**src/rtl/uart_pkg.sv**
```systemverilog
// Shared types and helpers for the UART receive path: FSM state encoding,
// byte width and the bit-period calculation.
package uart_pkg;

  localparam int UART_DATA_W = 8;

  typedef enum logic [2:0] {
    IDLE,
    START,
    DATA,
    PARITY,
    STOP
  } uart_rx_state_e;

  function automatic int clks_per_bit(input int clk_freq, input int baud);
    return clk_freq / baud;
  endfunction

endpackage

```
**src/rtl/uart_rx_fifo.sv**
```systemverilog
// Synchronous receive FIFO with a registered head-of-queue output.
// Same-cycle push and pop are both honoured, even when full.
module uart_rx_fifo #(
  parameter int DEPTH = 8,
  parameter int WIDTH = 8
) (
  input  logic             clk_i,
  input  logic             rst_i,
  input  logic             push_i,
  input  logic [WIDTH-1:0] wdata_i,
  input  logic             pop_i,
  output logic [WIDTH-1:0] head_o,
  output logic             full_o,
  output logic             empty_o
);

  localparam int AW = $clog2(DEPTH);

  logic [WIDTH-1:0] mem [DEPTH];
  logic [AW-1:0]    wr_ptr, rd_ptr, rd_ptr_nxt;
  logic [AW:0]      count, count_nxt;
  logic [WIDTH-1:0] head_nxt;
  logic             push_ok, pop_ok;

  assign full_o  = (count == (AW+1)'(DEPTH));
  assign empty_o = (count == '0);
  assign pop_ok  = pop_i && !empty_o;
  assign push_ok = push_i && (!full_o || pop_ok);

  // The new head may be the word being written this cycle, so bypass it.
  always_comb begin
    rd_ptr_nxt = pop_ok ? rd_ptr + AW'(1) : rd_ptr;
    count_nxt  = count + (AW+1)'(push_ok) - (AW+1)'(pop_ok);
    head_nxt   = (push_ok && (rd_ptr_nxt == wr_ptr)) ? wdata_i : mem[rd_ptr_nxt];
  end

  always_ff @(posedge clk_i) begin
    if (rst_i) begin
      wr_ptr <= '0;
      rd_ptr <= '0;
      count  <= '0;
      head_o <= '0;
    end else begin
      if (push_ok) wr_ptr <= wr_ptr + AW'(1);
      rd_ptr <= rd_ptr_nxt;
      count  <= count_nxt;
      if (count_nxt != '0) head_o <= head_nxt;
    end
  end

  always_ff @(posedge clk_i) begin
    if (push_ok) mem[wr_ptr] <= wdata_i;
  end

endmodule

```
**src/rtl/uart_rx.sv**
```systemverilog
// UART receiver: 2-flop synchroniser, bit-timing FSM and receive FIFO with
// sticky error flags. Define UART_RX_PARITY_EN to add a parity bit check.
module uart_rx
  import uart_pkg::*;
#(
  parameter int CLK_FREQ   = 50000000,
  parameter int BAUD_RATE  = 115200,
  parameter int FIFO_DEPTH = 8
`ifdef UART_RX_PARITY_EN
  , parameter bit PARITY_ODD = 1'b0
`endif
) (
  input  logic                   clk_i,
  input  logic                   rst_i,
  input  logic                   rx_i,
  output logic [UART_DATA_W-1:0] data_o,
  output logic                   valid_o,
  input  logic                   ready_i,
  output logic                   frame_err_o,
  output logic                   overrun_err_o,
  output logic                   parity_err_o,
  input  logic                   err_clr_i,
  output logic                   busy_o
);

  localparam int CPB   = clks_per_bit(CLK_FREQ, BAUD_RATE);
  localparam int CNT_W = $clog2(CPB);
  localparam int BIT_W = $clog2(UART_DATA_W);
  localparam logic [CNT_W-1:0] CNT_HALF = CNT_W'(CPB / 2 - 1);
  localparam logic [CNT_W-1:0] CNT_FULL = CNT_W'(CPB - 1);
  localparam logic [BIT_W-1:0] BIT_LAST = BIT_W'(UART_DATA_W - 1);

  logic                   rx_p0, rx_s;
  uart_rx_state_e         state, state_nxt;
  logic [CNT_W-1:0]       cnt, cnt_nxt;
  logic [BIT_W-1:0]       bit_idx, bit_idx_nxt;
  logic [UART_DATA_W-1:0] shreg;
  logic                   shift_en, push, frame_set, overrun_set;
  logic                   fifo_full, fifo_empty;
`ifdef UART_RX_PARITY_EN
  logic                   parity_set, parity_err;
`endif

  // Synchroniser: rx_s lags rx_i by two cycles and idles high.
  always_ff @(posedge clk_i) begin
    if (rst_i) begin
      rx_p0 <= 1'b1;
      rx_s  <= 1'b1;
    end else begin
      rx_p0 <= rx_i;
      rx_s  <= rx_p0;
    end
  end

  // Bit timing: start bit checked at half period, later bits one period on.
  always_comb begin
    state_nxt   = state;
    cnt_nxt     = cnt + CNT_W'(1);
    bit_idx_nxt = bit_idx;
    shift_en    = 1'b0;
    push        = 1'b0;
    frame_set   = 1'b0;
`ifdef UART_RX_PARITY_EN
    parity_set  = 1'b0;
`endif
    case (state)
      IDLE: begin
        cnt_nxt = '0;
        if (!rx_s) state_nxt = START;
      end
      START: begin
        if (cnt == CNT_HALF) begin
          cnt_nxt     = '0;
          bit_idx_nxt = '0;
          state_nxt   = rx_s ? IDLE : DATA;
        end
      end
      DATA: begin
        if (cnt == CNT_FULL) begin
          cnt_nxt     = '0;
          shift_en    = 1'b1;
          bit_idx_nxt = bit_idx + BIT_W'(1);
`ifdef UART_RX_PARITY_EN
          if (bit_idx == BIT_LAST) state_nxt = PARITY;
`else
          if (bit_idx == BIT_LAST) state_nxt = STOP;
`endif
        end
      end
`ifdef UART_RX_PARITY_EN
      PARITY: begin
        if (cnt == CNT_FULL) begin
          cnt_nxt    = '0;
          state_nxt  = STOP;
          parity_set = (rx_s != ((^shreg) ^ PARITY_ODD));
        end
      end
`endif
      STOP: begin
        if (cnt == CNT_FULL) begin
          cnt_nxt   = '0;
          state_nxt = IDLE;
          push      = rx_s;
          frame_set = !rx_s;
        end
      end
      default: begin
        cnt_nxt   = '0;
        state_nxt = IDLE;
      end
    endcase
  end

  always_ff @(posedge clk_i) begin
    if (rst_i) begin
      state   <= IDLE;
      cnt     <= '0;
      bit_idx <= '0;
    end else begin
      state   <= state_nxt;
      cnt     <= cnt_nxt;
      bit_idx <= bit_idx_nxt;
    end
  end

  always_ff @(posedge clk_i) begin
    if (shift_en) shreg <= {rx_s, shreg[UART_DATA_W-1:1]};
  end

  // Byte buffer towards the bus side.
  uart_rx_fifo #(
    .DEPTH (FIFO_DEPTH),
    .WIDTH (UART_DATA_W)
  ) u_fifo (
    .clk_i   (clk_i),
    .rst_i   (rst_i),
    .push_i  (push),
    .wdata_i (shreg),
    .pop_i   (ready_i),
    .head_o  (data_o),
    .full_o  (fifo_full),
    .empty_o (fifo_empty)
  );

  assign valid_o     = !fifo_empty;
  assign busy_o      = (state != IDLE);
  assign overrun_set = push && fifo_full && !ready_i;

  // Sticky flags: a clear wins over a same-cycle set.
  always_ff @(posedge clk_i) begin
    if (rst_i) begin
      frame_err_o   <= 1'b0;
      overrun_err_o <= 1'b0;
    end else if (err_clr_i) begin
      frame_err_o   <= 1'b0;
      overrun_err_o <= 1'b0;
    end else begin
      frame_err_o   <= frame_err_o | frame_set;
      overrun_err_o <= overrun_err_o | overrun_set;
    end
  end

`ifdef UART_RX_PARITY_EN
  always_ff @(posedge clk_i) begin
    if (rst_i || err_clr_i) parity_err <= 1'b0;
    else                    parity_err <= parity_err | parity_set;
  end
  assign parity_err_o = parity_err;
`else
  assign parity_err_o = 1'b0;
`endif

endmodule

```
**config.mk**
```make
export PLATFORM = sky130hd
export DESIGN_NAME = uart_rx
export DESIGN_NICKNAME = d
export VERILOG_FILES = /design/src/rtl/uart_pkg.sv /design/src/rtl/uart_rx_fifo.sv /design/src/rtl/uart_rx.sv
export SDC_FILE = /design/constraint.sdc
export NUM_CORES = 1
export LEC_CHECK = 0
export CAP_MARGIN = 15
export CORE_ASPECT_RATIO = 0.5
export CORE_UTILIZATION = 35
export DETAILED_ROUTE_END_ITERATION = 8
export PLACE_DENSITY_LB_ADDON = 0.05
export SYNTH_ARGS = -nofsm -noshare
export SYNTH_HDL_FRONTEND = slang
export SYNTH_SLANG_ARGS = --single-unit
```
**constraint.sdc**
```tcl
create_clock -name clk_i -period 4.72 [get_ports clk_i]
set_input_delay 0.472 -clock clk_i [delete_from_list [all_inputs] [get_ports clk_i]]
set_output_delay 0.472 -clock clk_i [all_outputs]
set_load 0.02 [all_outputs]
```
# Word-level counts from Yosys, hierarchy flattened
# Memory sizes are Yosys's and may differ from the RTL's. A register that Yosys moved wholly into a read port is not among the register bits.
# Index checks and enable logic that the tools add are counted.
classes:
  shifts: 0
  eq_ne: 12
  order_cmp: 0
  bitwise_logic: 2
  n_mux: 22
  addsub: 6
  multipliers: 0
  n_reduce_logical: 18
  div: 0
ops:
  columns: ["operator", "count"]
  rows:
  - ["$mux W3", 8]
  - ["$mux W9", 2]
  - ["$pmux W9 S2", 1]
  - ["$pmux W3 S4", 1]
  - ["$ne A2 B2 Y1 const B", 5]
  - ["$add A3 B1 Y3 const B", 3]
  - ["$add A9 B1 Y9 const B", 1]
  - ["$eq A9 B8 Y1 const B", 1]
  - ["$eq A9 B9 Y1 const B", 1]
  - ["$mux W1", 8]
  - ["$eq A3 B3 Y1 const B", 2]
  - ["$pmux W3 S2", 1]
  - ["$reduce_and A5 Y1", 1]
  - ["$add A4 B1 Y4", 1]
  - ["$eq A4 B4 Y1 const B", 1]
  - ["$logic_and A1 B1 Y1", 4]
  - ["$logic_not A1 Y1", 4]
  - ["$logic_not A4 Y1", 1]
  - ["$reduce_bool A4 Y1", 1]
  - ["$reduce_or A2 Y1", 2]
  - ["$sub A4 B1 Y4", 1]
  - ["$eq A3 B1 Y1 const B", 1]
  - ["$eq A3 B2 Y1 const B", 1]
  - ["$logic_not A3 Y1", 1]
  - ["other kinds (6)", 7]
word_totals:
  latchBits: 0
  mem_bits_rw: 64
  n_memories: 1
  wordCells: 72
  output_inout_bits: 13
  ff_bits: 37
  rom_bits: 0
mem_list:
  columns: ["name", "depth", "width", "rd", "rd_clocked_by_memory_dff", "write_ports", "line", "text"]
  rows:
  - ["u_fifo.mem", 8, 8, 1, 1, 1, "uart_rx_fifo.sv:19", "logic [WIDTH-1:0] mem [DEPTH];"]

# Longest topological paths before layout
# Gate-level depths: netlist (run 1).
depth:
  word_depth: 8
  mapped_depth: 16
  depth_no_buf: 16

# Cells and area by module
# Synthesis (run 1) repeated with hierarchy kept, for this count alone.
hier_totals:
  hier_cells: 403
  area_unflattened_um2: 5211.2
by_module_without_submodules:
  columns: ["module", "n_inst", "cells_per_inst", "area_per_inst_um2"]
  rows:
  - ["uart_rx_fifo", 1, 291, 4037.6]
  - ["uart_rx", 1, 112, 1173.6]

# Worst setup path before layout (run 1)
# OpenSTA, ideal clock, no wires.
synth_timing:
  path_kind: "register -> register"
  start: "register cnt[1]"
  end: "register u_fifo.head_o[0] (read register of u_fifo.mem)"
  path_stages_with_launch: 16
  path_slack_ns: 1.452
  setup_time_ns: 0.122
  t_arrival_ns: 3.146
  synth_period_minus_slack_ns: 3.268
  path_cell_list: "dfxtp_1 > inv_1 > ha_1 > nand4b_1 > nor4_1 > and4_1 > clkbuf_1 > ha_1 > inv_1 > fa_1 > xnor2_1 > nor3b_1 > a31oi_1 > and3_1 > buf_2 > a221o_1"
synth_via:
  elab_chain_cells: 7
synth_lines:
  columns: ["item", "line", "text"]
  rows:
  - ["from (decl)", "uart_rx.sv:35", "logic [CNT_W-1:0] cnt, cnt_nxt;"]
  - ["from (signal assigned)", "uart_rx.sv:121", "cnt <= cnt_nxt;"]
  - ["$eq A9 B9 Y1", "uart_rx.sv:100", "if (cnt == CNT_FULL) begin"]
  - ["$mux W1", "uart_rx.sv:100", null]
  - ["$mux W1", "uart_rx.sv:66", "case (state)"]
  - ["$logic_and A1 B1 Y1", "uart_rx_fifo.sv:28", "assign push_ok = push_i && (!full_o || pop_ok);"]
  - ["via u_fifo.push_ok", "uart_rx_fifo.sv:23", "logic push_ok, pop_ok;"]
  - ["$add A4 B1 Y4", "uart_rx_fifo.sv:33", "count_nxt = count + (AW+1)'(push_ok) - (AW+1)'(pop_ok);"]
  - ["$sub A4 B1 Y4", "uart_rx_fifo.sv:33", null]
  - ["$reduce_bool A4 Y1", "uart_rx_fifo.sv:47", "if (count_nxt != '0) head_o <= head_nxt;"]
  - ["to (decl)", "uart_rx_fifo.sv:12", "output logic [WIDTH-1:0] head_o,"]
# The timed path passes the listed nets, and every way through them passes these cells.
# A chain may end at the register's enable or synchronous reset.

# Final worst setup path (run 1)
layout_timing:
  start: "register u_fifo.count[2]"
  end: "register u_fifo.head_o[7] (read register of u_fifo.mem)"
layout_via:
  elab_chain_cells: 8
  word_cells_on_any_way: 11
layout_lines:
  columns: ["item", "line", "text"]
  rows:
  - ["from (decl)", "uart_rx_fifo.sv:21", "logic [AW:0] count, count_nxt;"]
  - ["from (signal assigned)", "uart_rx_fifo.sv:46", "count <= count_nxt;"]
  - ["$logic_not A4 Y1", "uart_rx_fifo.sv:26", "assign empty_o = (count == '0);"]
  - ["$logic_not A1 Y1", "uart_rx_fifo.sv:27", "assign pop_ok = pop_i && !empty_o;"]
  - ["$logic_and A1 B1 Y1", "uart_rx_fifo.sv:27", null]
  - ["$logic_or A1 B1 Y1", "uart_rx_fifo.sv:28", null]
  - ["$logic_and A1 B1 Y1", "uart_rx_fifo.sv:28", null]
  - ["$add A4 B1 Y4", "uart_rx_fifo.sv:33", null]
  - ["$sub A4 B1 Y4", "uart_rx_fifo.sv:33", null]
  - ["$reduce_bool A4 Y1", "uart_rx_fifo.sv:47", null]
# Several ways; a longest one is shown, not always the timed one.

==> flow_summary.ini, run 1 <==
[drt]
detail_route.first_pass.iterations = 6
avgViaCountPerCell = 5.04
drcViolationCount = 1
wl_mm = 9.45
wl_per_cell_um = 17.0
drt_iter0_markers = 183
num_vias = 2796
antenna_left = 0

[setup_path]
worstRegToRegCells = 15
start_kind = register
crit_end = u_fifo.head_o[7]$_SDFFE_PP0P_
crit_chain = inv_1 > ha_1 > nor3b_4 > inv_2 > and2_2 > ha_1 > inv_1 > ha_1 > inv_1 > fa_1 > xnor2_1 > nor3b_1 > a31oi_1 > and3_1 > a221o_1
path_max_fanout = 8
r2r_start = u_fifo.count[2]$_SDFF_PP0_
required_ns = 4.96
setup.worst_path.start = u_fifo.count[2]$_SDFF_PP0_
cp_slowest_cell = fa_1
reg2reg_slack_ns = 1.31
cp_slowest_stage_delay_ns = 0.37
arrival_ns = 3.65
cp-end-kind = register
reg2reg_to = u_fifo.head_o[7]$_SDFFE_PP0P_
crit_type = reg2reg

[synthesis]
syn_inst = 362
yosysTopAreaCellShare_pct = 45.7
ys_warn_count = 0
syn_area_per_cell_um2 = 13.1
syn_nets = 381
ys_types = 55
synth_ff_type = edfxtp_1
synth_seq_cells = 109
async_flop_share_pct = 0
synth_area_um2 = 4730
synthTopCellsByArea = edfxtp_1 (46%), dfxtp_1 (16%), mux2i_1 (4.0%), ha_1 (3.4%), o2bb2ai_1 (3.0%)
synth_edf_count = 72
synth-seq-area-share_pct = 61.4
synth_top_area_cell = edfxtp_1

[final_layout]
syn_to_final_growth_pct = 13.7
final_common_cell = edfxtp_1
fin_util_pct = 41.6
n_antenna_cell = 0
layout-drive-gt1-share_pct = 11.7
fill_cells = 1181
final_cell_mix = edfxtp_1 (72), nor2_1 (37), dfxtp_1 (37)
layout.nets = 399

[floorplanning]
core_area_um2 = 12900
die_x_um = 166
start_util_pct = 36.6
dieArea_um2 = 14000
rows = 29
io_pins = 18
die_h_um = 84.2

[power_and_ir_drop]
irDropWorstVdd_uv = 189
p_leak_nw = 1.80
powerDensity_nw_per_um2 = 516

[flow_run]
cap_violations = 0

[clock_tree]
clkSinkCount = 109
cts_resized = 0
cts_buffers = 9
cts_root_buf = clkbuf_16
clock_latency_ns = 0.34
cts_tree = yes
clkTransAtPathRegs_ns = 0.08
postCtsHoldBufs = 0
max-clock-path-buffers = 2
cts.htree.levels = 3
post-cts-setup-buffer-count = 0

[timing]
rsz0062_at_grt = false
fin_crit_ns = 3.41
slew_headroom_pct = 33.7
holdWs_ns = 0.414
setup_viol = 0
fin_skew_ns = 0.00971
finalCritPeriodShare_pct = 72.3
maxSlewViolCount = 0
max_freq_ghz = 0.293
worst_slew_pin_slew_ns = 0.990
hold_viol = 0
finalSetupTns_ns = 0

[global_route]
grt_max_degree = 23
antenna_found_initial = 0
grt_overflow_total = 0
grt_pass1_vias = 2791
grt_pass1_wl_mm = 15.1
grtUsageTotal_pct = 14.4

[status]
status = complete, but fails checks
violations = DRC

[min_path]
hold_path_class = reg2reg

[placement]
port-buffer-count = 16
globalplace.congestion = 0.814
dp_hpwl_mm = 6.54
==> layout make-up <==
type | instances | area [um^2] | area share (%)
Inverter | 13 | 48.8 | 0.908
Tap cell | 170 | 213 | 3.96
Clock buffer | 10 | 229 | 4.26
Sequential cell | 109 | 2900 | 54.0
Clock inverter | 6 | 75.1 | 1.40
Multi-Input combinational cell | 224 | 1690 | 31.5
Timing Repair Buffer | 23 | 213 | 3.96
==> where the power goes <==
group          switching (mW)  internal [mW]
combinational           0.466          0.435
clock                   0.345          0.421
sequential             0.0497           1.06
total                   0.860           1.91
==> registers in the layout (all words and copies together) (netlist names) <==
name / flops
u_fifo.mem: 64
bit_idx: 3
state: 3
shreg: 8
u_fifo.wr_ptr: 3
u_fifo.count: 4
frame_err_o: 1
rx_p0: 1
u_fifo.head_o: 8
cnt: 9
rx_s: 1
u_fifo.rd_ptr: 3
overrun_err_o: 1
==> cell usage after synthesis, types with 4 or more instances <==
library cell	number
nand3_1	10
nand2_1	14
xor2_1	6
a21oi_1	4
ha_1	13
nor2b_1	7
nor2_1	37
nand2b_1	9
mux2_2	11
o2bb2ai_1	16
mux2i_1	19
clkbuf_1	7
dfxtp_1	37
buf_2	4
edfxtp_1	72
mux2_1	5
a221o_1	9
nor3_1	14
inv_1	12
xnor2_1	7
==> routing by layer <==
metal  up-vias  global-route usage, %  part of all wire, %
met5         -                      0                    0
met1      1366                   19.3                   49
met4         0                   3.79                  1.0
met3        10                   4.05                  3.9
li1       1375                      -                    -
met2        45                   23.1                   46
==> worst max-delay path: cells and delay by family (launching register included) <==
family / cells / cell delay, ns
adder cells (fa/ha/maj): 4 / 1.02
AND/OR/NAND/NOR: 4 / 1.02
buffers and inverters: 4 / 0.30
AO/OA/AOI/OAI: 2 / 0.53
XOR/XNOR: 1 / 0.14
flip-flops: 1 / 0.30
==> worst min-delay path by stage <==
stage | from | endpoint | slack, ns | depth (start not counted)
finish | rx_p0$_SDFF_PP1_ | rx_s$_SDFF_PP1_ | 0.41 | 1
global route | rx_p0$_SDFF_PP1_ | rx_s$_SDFF_PP1_ | 0.44 | 1
detailed placement | rx_p0$_SDFF_PP1_ | rx_s$_SDFF_PP1_ | 0.40 | 1
CTS | rx_p0$_SDFF_PP1_ | rx_s$_SDFF_PP1_ | 0.42 | 1
floorplan | rx_p0$_SDFF_PP1_ | rx_s$_SDFF_PP1_ | 0.39 | 1
global placement | rx_p0$_SDFF_PP1_ | rx_s$_SDFF_PP1_ | 0.40 | 1
==> kinds of logic after synthesis <==
group / Yosys count / share of synthesized area (%)
simple gates: 116 / 12.9
flops: 109 / 61.4
compound gates: 45 / 8.71
mux: 35 / 7.83
buf+inv: 29 / 2.83
fa+ha+maj: 14 / 3.86
xor+xnor: 13 / 2.41
other cells: 1 / 0.0793
==> per-stage QoR <==
step,area (um^2),setup slack [ns],total power [mW],std cells
global route,5370,0.980,2.93,555
global placement,5070,1.14,2.02,539
finish,5370,1.31,2.77,555
floorplan,4730,1.45,1.82,362
detailed placement,5070,1.01,2.03,539
CTS,5370,1.30,2.80,555
Power figures use the tool's default switching activity.
==> run 2, diff against run 1 <==
- clock period: 4.72 -> 3.45 ns (I/O delays scaled with it)
==> run 2 against run 1 <==
Effect of this change:
- hold slack hardly changed
- sequential share of layout area is 0.88 points lower
- via count is 0.75% higher
- clock skew is 0.0021 ns lower
- largest power group unchanged
- combinational power is 40% higher
- core utilization is 0.69 points higher
- the flow still finishes with violations (DRC)
- design area is 1.7% higher
- count of clock-buffer cells in the layout stayed put
==> flow_summary.ini, run 2 (synthesis gave the netlist of run 1 again) <==
[floorplanning]
die_x_um = 166
core_area_um2 = 12900
start_util_pct = 36.6
dieArea_um2 = 14000
die_h_um = 84.2
io_pins = 18
rows = 29

[placement]
port-buffer-count = 16
globalplace.congestion = 0.801
dp_hpwl_mm = 6.42

[timing]
finalSetupTns_ns = 0
max_freq_ghz = 0.307
hold_viol = 0
maxSlewViolCount = 0
fin_skew_ns = 0.00758
finalCritPeriodShare_pct = 94.5
rsz0062_at_grt = false
fin_crit_ns = 3.26
setup_viol = 0
worst_slew_pin_slew_ns = 0.729
slew_headroom_pct = 51.2
holdWs_ns = 0.414

[drt]
wl_mm = 9.32
num_vias = 2817
detail_route.first_pass.iterations = 6
wl_per_cell_um = 16.5
drt_iter0_markers = 157
avgViaCountPerCell = 4.99
antenna_left = 0
drcViolationCount = 1

[clock_tree]
cts_buffers = 9
clkSinkCount = 109
cts_tree = yes
cts_root_buf = clkbuf_16
postCtsHoldBufs = 0
max-clock-path-buffers = 2
cts.htree.levels = 3
clock_latency_ns = 0.34
clkTransAtPathRegs_ns = 0.07

[global_route]
grt_pass1_wl_mm = 14.9
grt_max_degree = 34
grt_pass1_vias = 2740
grtUsageTotal_pct = 14.2
grt_overflow_total = 0
antenna_found_initial = 0

[power_and_ir_drop]
irDropWorstVdd_uv = 301
p_total_mw = 3.82
p_leak_nw = 1.86
powerDensity_nw_per_um2 = 700

[setup_path]
setup.worst_path.start = u_fifo.count[2]$_SDFF_PP0_
crit_end = u_fifo.head_o[7]$_SDFFE_PP0P_
arrival_ns = 3.49
cp-end-kind = register
path_max_fanout = 8
worstRegToRegCells = 15
r2r_start = u_fifo.count[2]$_SDFF_PP0_
crit_type = reg2reg
reg2reg_to = u_fifo.head_o[7]$_SDFFE_PP0P_
required_ns = 3.68
reg2reg_slack_ns = 0.19
start_kind = register

[status]
status = complete, but fails checks
violations = DRC

[final_layout]
largest-register = u_fifo.mem
syn_to_final_growth_pct = 15.5
layout-drive-gt1-share_pct = 15.0
reg_top3 = u_fifo.mem: 64 flops, cnt: 9 flops
layout.nets = 408
final_common_cell = edfxtp_1
n_antenna_cell = 0
final_cell_mix = edfxtp_1 (72), dfxtp_1 (37), nor2_1 (36)
largest_reg_flops = 64

[flow_run]
cap_violations = 0

[min_path]
hold_path_class = reg2reg
## run 2: cell type report
cell class | instances | area, um^2
timing repair buffer | 32 | 280
inverter | 13 | 48.8
clock inverter | 6 | 78.8
fill | 1191 | 7460
sequential | 109 | 2900
tap | 170 | 213
clock buffer | 10 | 229
multi-input combinational | 224 | 1710
## run 2: worst max-delay path, stage by stage (launching register included)
cell,delay (ns)
dfxtp_1,0.30
inv_1,0.10
ha_2,0.22
nor3b_4,0.23
inv_2,0.09
and2_2,0.20
ha_1,0.26
inv_1,0.06
ha_1,0.14
inv_1,0.05
fa_1,0.37
xnor2_1,0.16
nor3b_2,0.23
a31oi_2,0.16
and3_2,0.28
a221o_1,0.30
## run 2: how the worst min path moves through the flow
stage	to	slack [ns]	depth (start not counted)	from
floorplan	rx_s$_SDFF_PP1_	0.39	1	rx_p0$_SDFF_PP1_
global placement	rx_s$_SDFF_PP1_	0.40	1	rx_p0$_SDFF_PP1_
detailed placement	rx_s$_SDFF_PP1_	0.40	1	rx_p0$_SDFF_PP1_
CTS	rx_s$_SDFF_PP1_	0.42	1	rx_p0$_SDFF_PP1_
global route	rx_s$_SDFF_PP1_	0.43	1	rx_p0$_SDFF_PP1_
finish	rx_s$_SDFF_PP1_	0.41	1	rx_p0$_SDFF_PP1_
## run 2: metal layers
metal,GRT usage (%),wire [um],up-vias
li1,-,-,1388
met1,19.2,4590,1388
met2,23.1,4420,37
met3,3.49,256,4
met4,3.79,51,0
met5,0,0,-
## run 2: repair_timing
item / 4_1_cts / 5_1_grt
endpoints found under the setup margin: 0 / 8
gates resized for setup: 0 / 5
buffers inserted: 0 / 0
## run 2: power by group
group / internal, mW / leakage (nW) / switching [mW] / total [mW]
combinational: 0.606 / 0.759 / 0.654 / 1.26
clock: 0.579 / 0.151 / 0.481 / 1.06
sequential: 1.45 / 0.949 / 0.0570 / 1.50
total: 2.63 / 1.86 / 1.19 / 3.82
## run 2: through the flow
| stage | instances | setup slack, ns | cell area [um^2] | util, % |
|---|---|---|---|---|
| after floorplan | 362 | 0.182 | 4730 | - |
| after global placement | 548 | 0.186 | 5140 | 39.8 |
| after detailed placement | 548 | 0.0860 | 5140 | 39.8 |
| after CTS | 564 | 0.0549 | 5440 | 42.1 |
| after global routing | 564 | 0.00632 | 5460 | 42.3 |
| final | 564 | 0.188 | 5460 | 42.3 |
==> patch 1 (config.mk and constraints of run 1) <==
`CLK_FREQ`: 50000000 -> 12500000.
--- a/src/rtl/uart_rx.sv
+++ b/src/rtl/uart_rx.sv
@@ -3,7 +3,7 @@
 module uart_rx
   import uart_pkg::*;
 #(
-  parameter int CLK_FREQ   = 50000000,
+  parameter int CLK_FREQ   = 12500000,
   parameter int BAUD_RATE  = 115200,
   parameter int FIFO_DEPTH = 8
 `ifdef UART_RX_PARITY_EN
Behaviour: no difference found for any inputs over 10 cycles, from zero or initial values and one cycle with rst_i high; that may be too few to reach the edited logic, so the function may still have changed.
==> patch 1 against run 1 <==
Total power shrank 5.6%; critical path depth shrank 5; sequential share of layout area grew 1.3 points; sequential cell count shrank 2; area after synthesis shrank 2.8%; wire length shrank 2.3%; fmax shrank 5.5%; cell area shrank 3.7%; setup slack lost 0.20 ns; critical path type unchanged; largest cell class unchanged; highest routed layer unchanged.
==> patch 1: results (changes against run 1) <==
Among cell families on the critical path, the largest total delay comes from simple AND/OR/NAND/NOR gates. Routing usage on met2: 23.50% (+0.37 points). For the pin count of the biggest net entering global routing, the log shows 34 (+48%). The run finished with clean final reports. The cell area after placement is 4885 µm² (-3.6%), and the met3 track demand over resource is 4.046% (-0.0087 points). The fraction of met1 tracks used by global routing came out at 20.21% (+0.91 points). The delay of the slowest cell on the worst path is 0.54 ns (+0.17 ns), and the iteration-0 DRC count of the detailed router is 105 (-43%). After synthesis, the cell types taking the most area are sky130_fd_sc_hd__edfxtp_1 (47%), sky130_fd_sc_hd__dfxtp_1 (15%), sky130_fd_sc_hd__mux2i_1 (7.6%), sky130_fd_sc_hd__a22o_1 (3.1%), sky130_fd_sc_hd__ha_1 (3.0%). The number of cells after detailed placement was 509 (-5.6%); the final layout net count was 367 (-8.0%).

For the arrival time at the worst endpoint, the log shows 3.85 ns (+0.20 ns). The first-pass iteration count of the detailed router is 4 (-2). The leakage power is 0.001857 µW (+2.9%). The flop-to-flop setup slack is 1.11 ns (-0.20 ns). The total detailed-routing wirelength was 9232 µm (-2.3%). The critical path starts at state[2]. For the count of fill cells added during filler insertion, the log shows 1175 (-0.51%).

The maximum resistive drop on vdd is 0.2324 mV (+23%). Switching power share of the total: 31.29% (+0.29 points). Largest fanout on the critical path: 10 (+2). The logs give 14840 µm (-1.5%) for the first-pass GRT wire length and 14.90% (+0.49 points) for the global-route usage over all layers. The gate count after technology mapping was 338 (-6.6%); the maximum clock skew at final layout was 0.008403 ns (-0.001312 ns). The distinct cell type count of the synthesized netlist is 51 (-7.3%), and the final estimated routing congestion in global placement is 0.7212 (-11%).
patch 1: area by class of cell:
| cell class | count | area (µm²) | share of cell area [%] |
|---|---|---|---|
| flip-flops and latches | 107 | 2863 | 55.31 |
| multi-input cells | 202 | 1585 | 30.63 |
| clock buffers | 10 | 239.0 | 4.617 |
| well taps | 170 | 212.7 | 4.109 |
| repair buffers | 19 | 182.7 | 3.529 |
| clock inverters | 6 | 52.55 | 1.015 |
| inverters | 11 | 41.29 | 0.7977 |
patch 1: cells by family after synthesis:
kind of cell               Yosys count  share of synthesized area [%]
DFF                                107                          62.33
AOI/OAI and AO/OA                   46                          8.662
and+or+nand+nor                     96                          11.74
other                                1                        0.08164
buffers and inverters               29                          3.841
xor gates and xnor gates            12                          2.288
adders and majority gates           12                          3.432
muxes                               35                          7.627
patch 1: power by group through the flow:
stage               Sequential, µW  Combinational, µW  Clock (µW)
CTS                           1080                826         748
detailed placement            1100                821           0
global placement              1100                804           0
floorplan                     1120                629           0
global route                  1090                890         785
finish                        1080                812         726
patch 1: worst min-delay path by stage:
stage | from | endpoint | slack [ns] | cells past startpoint
5_1_grt | rx_p0 | rx_s | 0.42 | 1
6_report | rx_p0 | rx_s | 0.41 | 1
4_1_cts | rx_p0 | rx_s | 0.41 | 1
2_1_floorplan | rx_p0 | rx_s | 0.39 | 1
3_5_place_dp | rx_p0 | rx_s | 0.40 | 1
3_3_place_gp | rx_p0 | rx_s | 0.41 | 1
patch 1: layer usage:
layer | routed length (µm) | vias to the layer above
li1 | - | 1286
met1 | 4571 | 1305
met2 | 4238 | 42
met3 | 319 | 13
met4 | 102 | 0
met5 | 0 | -
patch 1: metrics by stage:
| step | worst slack (ns) | hold WS (ns) |
|---|---|---|
| CTS | 1.139 | 0.4138 |
| global placement | 1.062 | 0.4075 |
| detailed placement | 0.9776 | 0.3954 |
| global route | 0.8055 | 0.4244 |
| floorplan | 1.554 | 0.3895 |
| finish | 1.107 | 0.4106 |
==> patch 2 (settings of run 1) <==
Without the edit above. The 5 states of `uart_rx_state_e` get a Gray code encoding in 3 bits.
--- a/src/rtl/uart_pkg.sv
+++ b/src/rtl/uart_pkg.sv
@@ -5,11 +5,11 @@
   localparam int UART_DATA_W = 8;
 
   typedef enum logic [2:0] {
-    IDLE,
-    START,
-    DATA,
-    PARITY,
-    STOP
+    IDLE   = 3'b000,
+    START  = 3'b001,
+    DATA   = 3'b011,
+    PARITY = 3'b010,
+    STOP   = 3'b110
   } uart_rx_state_e;
 
   function automatic int clks_per_bit(input int clk_freq, input int baud);
Behaviour: no difference found for any inputs over 10 cycles, from zero or initial values and one cycle with rst_i high; not proved beyond that.
==> patch 2 against run 1 <==
The run still ends with DRC left; area after synthesis is 0.98% lower; first-iteration DRC count is 21% lower; via count is 1.9% lower; count of clock-buffer cells in the layout stayed put; setup slack better by 0.038 ns; die area is 0.96% lower; wire length is 1.3% lower; sequential power hardly changed; global-route usage hardly changed; cell area is 1.7% lower; combinational power hardly changed; total power is 1.7% lower; sequential cell count stayed put.
==> patch 2: results (changes against run 1) <==
The run finished, with violations left. The checks that failed: DRC. The arrival time at the worst endpoint is 3.60 ns (-0.05 ns).

For the worst setup slack after placement, the log shows 1.246 ns (+0.2380 ns). The portion of the post-synthesis area used by sequential elements was 62.02% (+0.61 points); the final period utilization was 71.55% (-0.80 points). For the global-route usage over all layers, the log shows 14.46% (+0.044 points). The final estimated routing congestion in global placement was 0.8310 (+2.1%). The pin count of the biggest net entering global routing was 34 (+48%). Counting instances in the post-synthesis netlist gives the leading cell types as sky130_fd_sc_hd__edfxtp_1 (72), sky130_fd_sc_hd__dfxtp_1 (37), sky130_fd_sc_hd__nor2_1 (30).

The number of cells on the worst reg-to-reg path is 9 (-6), and the routed metal-1 wirelength is 4654 µm (+1.4%). DRC violation count after routing: 4 (+3). The delay of the slowest cell on the worst path was 0.53 ns (+0.16 ns). Cell area after placement: 4996 µm² (-1.4%). The largest fanout on the critical path came out at 9 (+1). Pin slew with the least headroom to its limit: 0.9541 ns (-0.03623 ns).

The final layout net count is 388 (-2.8%). The maximum clock skew at final layout was 0.007271 ns (-0.002444 ns). The met3 track demand over resource is 4.024% (-0.031 points). For the fraction of met1 tracks used by global routing, the log shows 20.15% (+0.86 points). The worst register-to-register path begins at state[1]. The number of cells after detailed placement was 528 (-2.0%); the first-pass GRT wire length was 14860 µm (-1.4%). For the switching component of the power, the log shows 879.1 µW (+2.2%). The met3 wire length was 329 µm (-10%). The number of vias per cell after detailed routing works out to 5.040 (about the same).

Reg-to-reg endpoint: u_fifo.head_o[1]. For the HPWL after detailed placement, the log shows 6482 µm (-0.96%). The iteration-0 DRC count of the detailed router was 144 (-21%). The distinct cell type count of the synthesized netlist is 49 (-11%), and the post-synthesis area per instance is 13.22 µm² (+1.3%). The share of cells above drive strength 1 is 11.76% (+0.076 points), and the flop-to-flop setup slack is 1.34 ns (+0.04 ns). The post-synth net total is 373 (-2.1%). Routing usage on met2: 22.31% (-0.82 points). The logs give 0.2489 mV (+31%) for the maximum resistive drop on vdd and 2742 (-1.9%) for the count of vias placed by the detailed router.
==> patch 2: cell types whose count changed in the layout (fill, tap and decap cells not counted), sizes merged, moves of 3 or more <==
cell,delta
a21oi,+4
nand3,-4
nor2,-7
nand2b,-4
nand4,+3
buf,-4
nand2,+3
a31oi,-3
==> patch 2: cell type report <==
type	count	share of cell area [%]
sequential	109	54.98
tap	170	4.028
multi-input combinational	217	31.23
clock inverter	6	1.043
timing repair buffer	19	3.460
inverter	13	0.9242
clock buffer	10	4.337
==> patch 2: cells by family (layout without fill, tap and decap cells) <==
logic type                 after synthesis  in the layout  synth area share (%)
AOI/OAI and AO/OA                       43             43                 8.314
other                                    1              1               0.08012
adders and majority gates               14             14                 3.903
xor gates and xnor gates                14             14                 2.620
DFF                                    109            109                 62.02
and+or+nand+nor                        112            112                 12.83
buffers and inverters                   28             48                 2.753
muxes                                   33             33                 7.485
==> patch 2: worst max-delay path: cells and delay by family (launching register included) <==
family	cells	cell delay (ns)
AOI/OAI and AO/OA	2	0.53
DFF	1	0.49
buffers and inverters	1	0.12
adders and majority gates	2	0.67
and+or+nand+nor	4	1.45
==> patch 2: how the worst max path moves through the flow <==
stage | startpoint | to | cells after the start
after CTS | state[1] | u_fifo.head_o[1] | 9
after floorplan | u_fifo.count[2] | u_fifo.head_o[0] | 15
after global routing | u_fifo.count[2] | u_fifo.head_o[1] | 14
after global placement | ready_i | u_fifo.head_o[1] | 10
after detailed placement | ready_i | u_fifo.head_o[0] | 10
final | state[1] | u_fifo.head_o[1] | 9
==> patch 2: power by group through the flow <==
stage	clock [µW]	sequential, µW	combinational (µW)
final	720	1110	902
after global routing	778	1110	989
after CTS	736	1110	907
after detailed placement	0	1130	902
after global placement	0	1130	880
after floorplan	0	1140	673
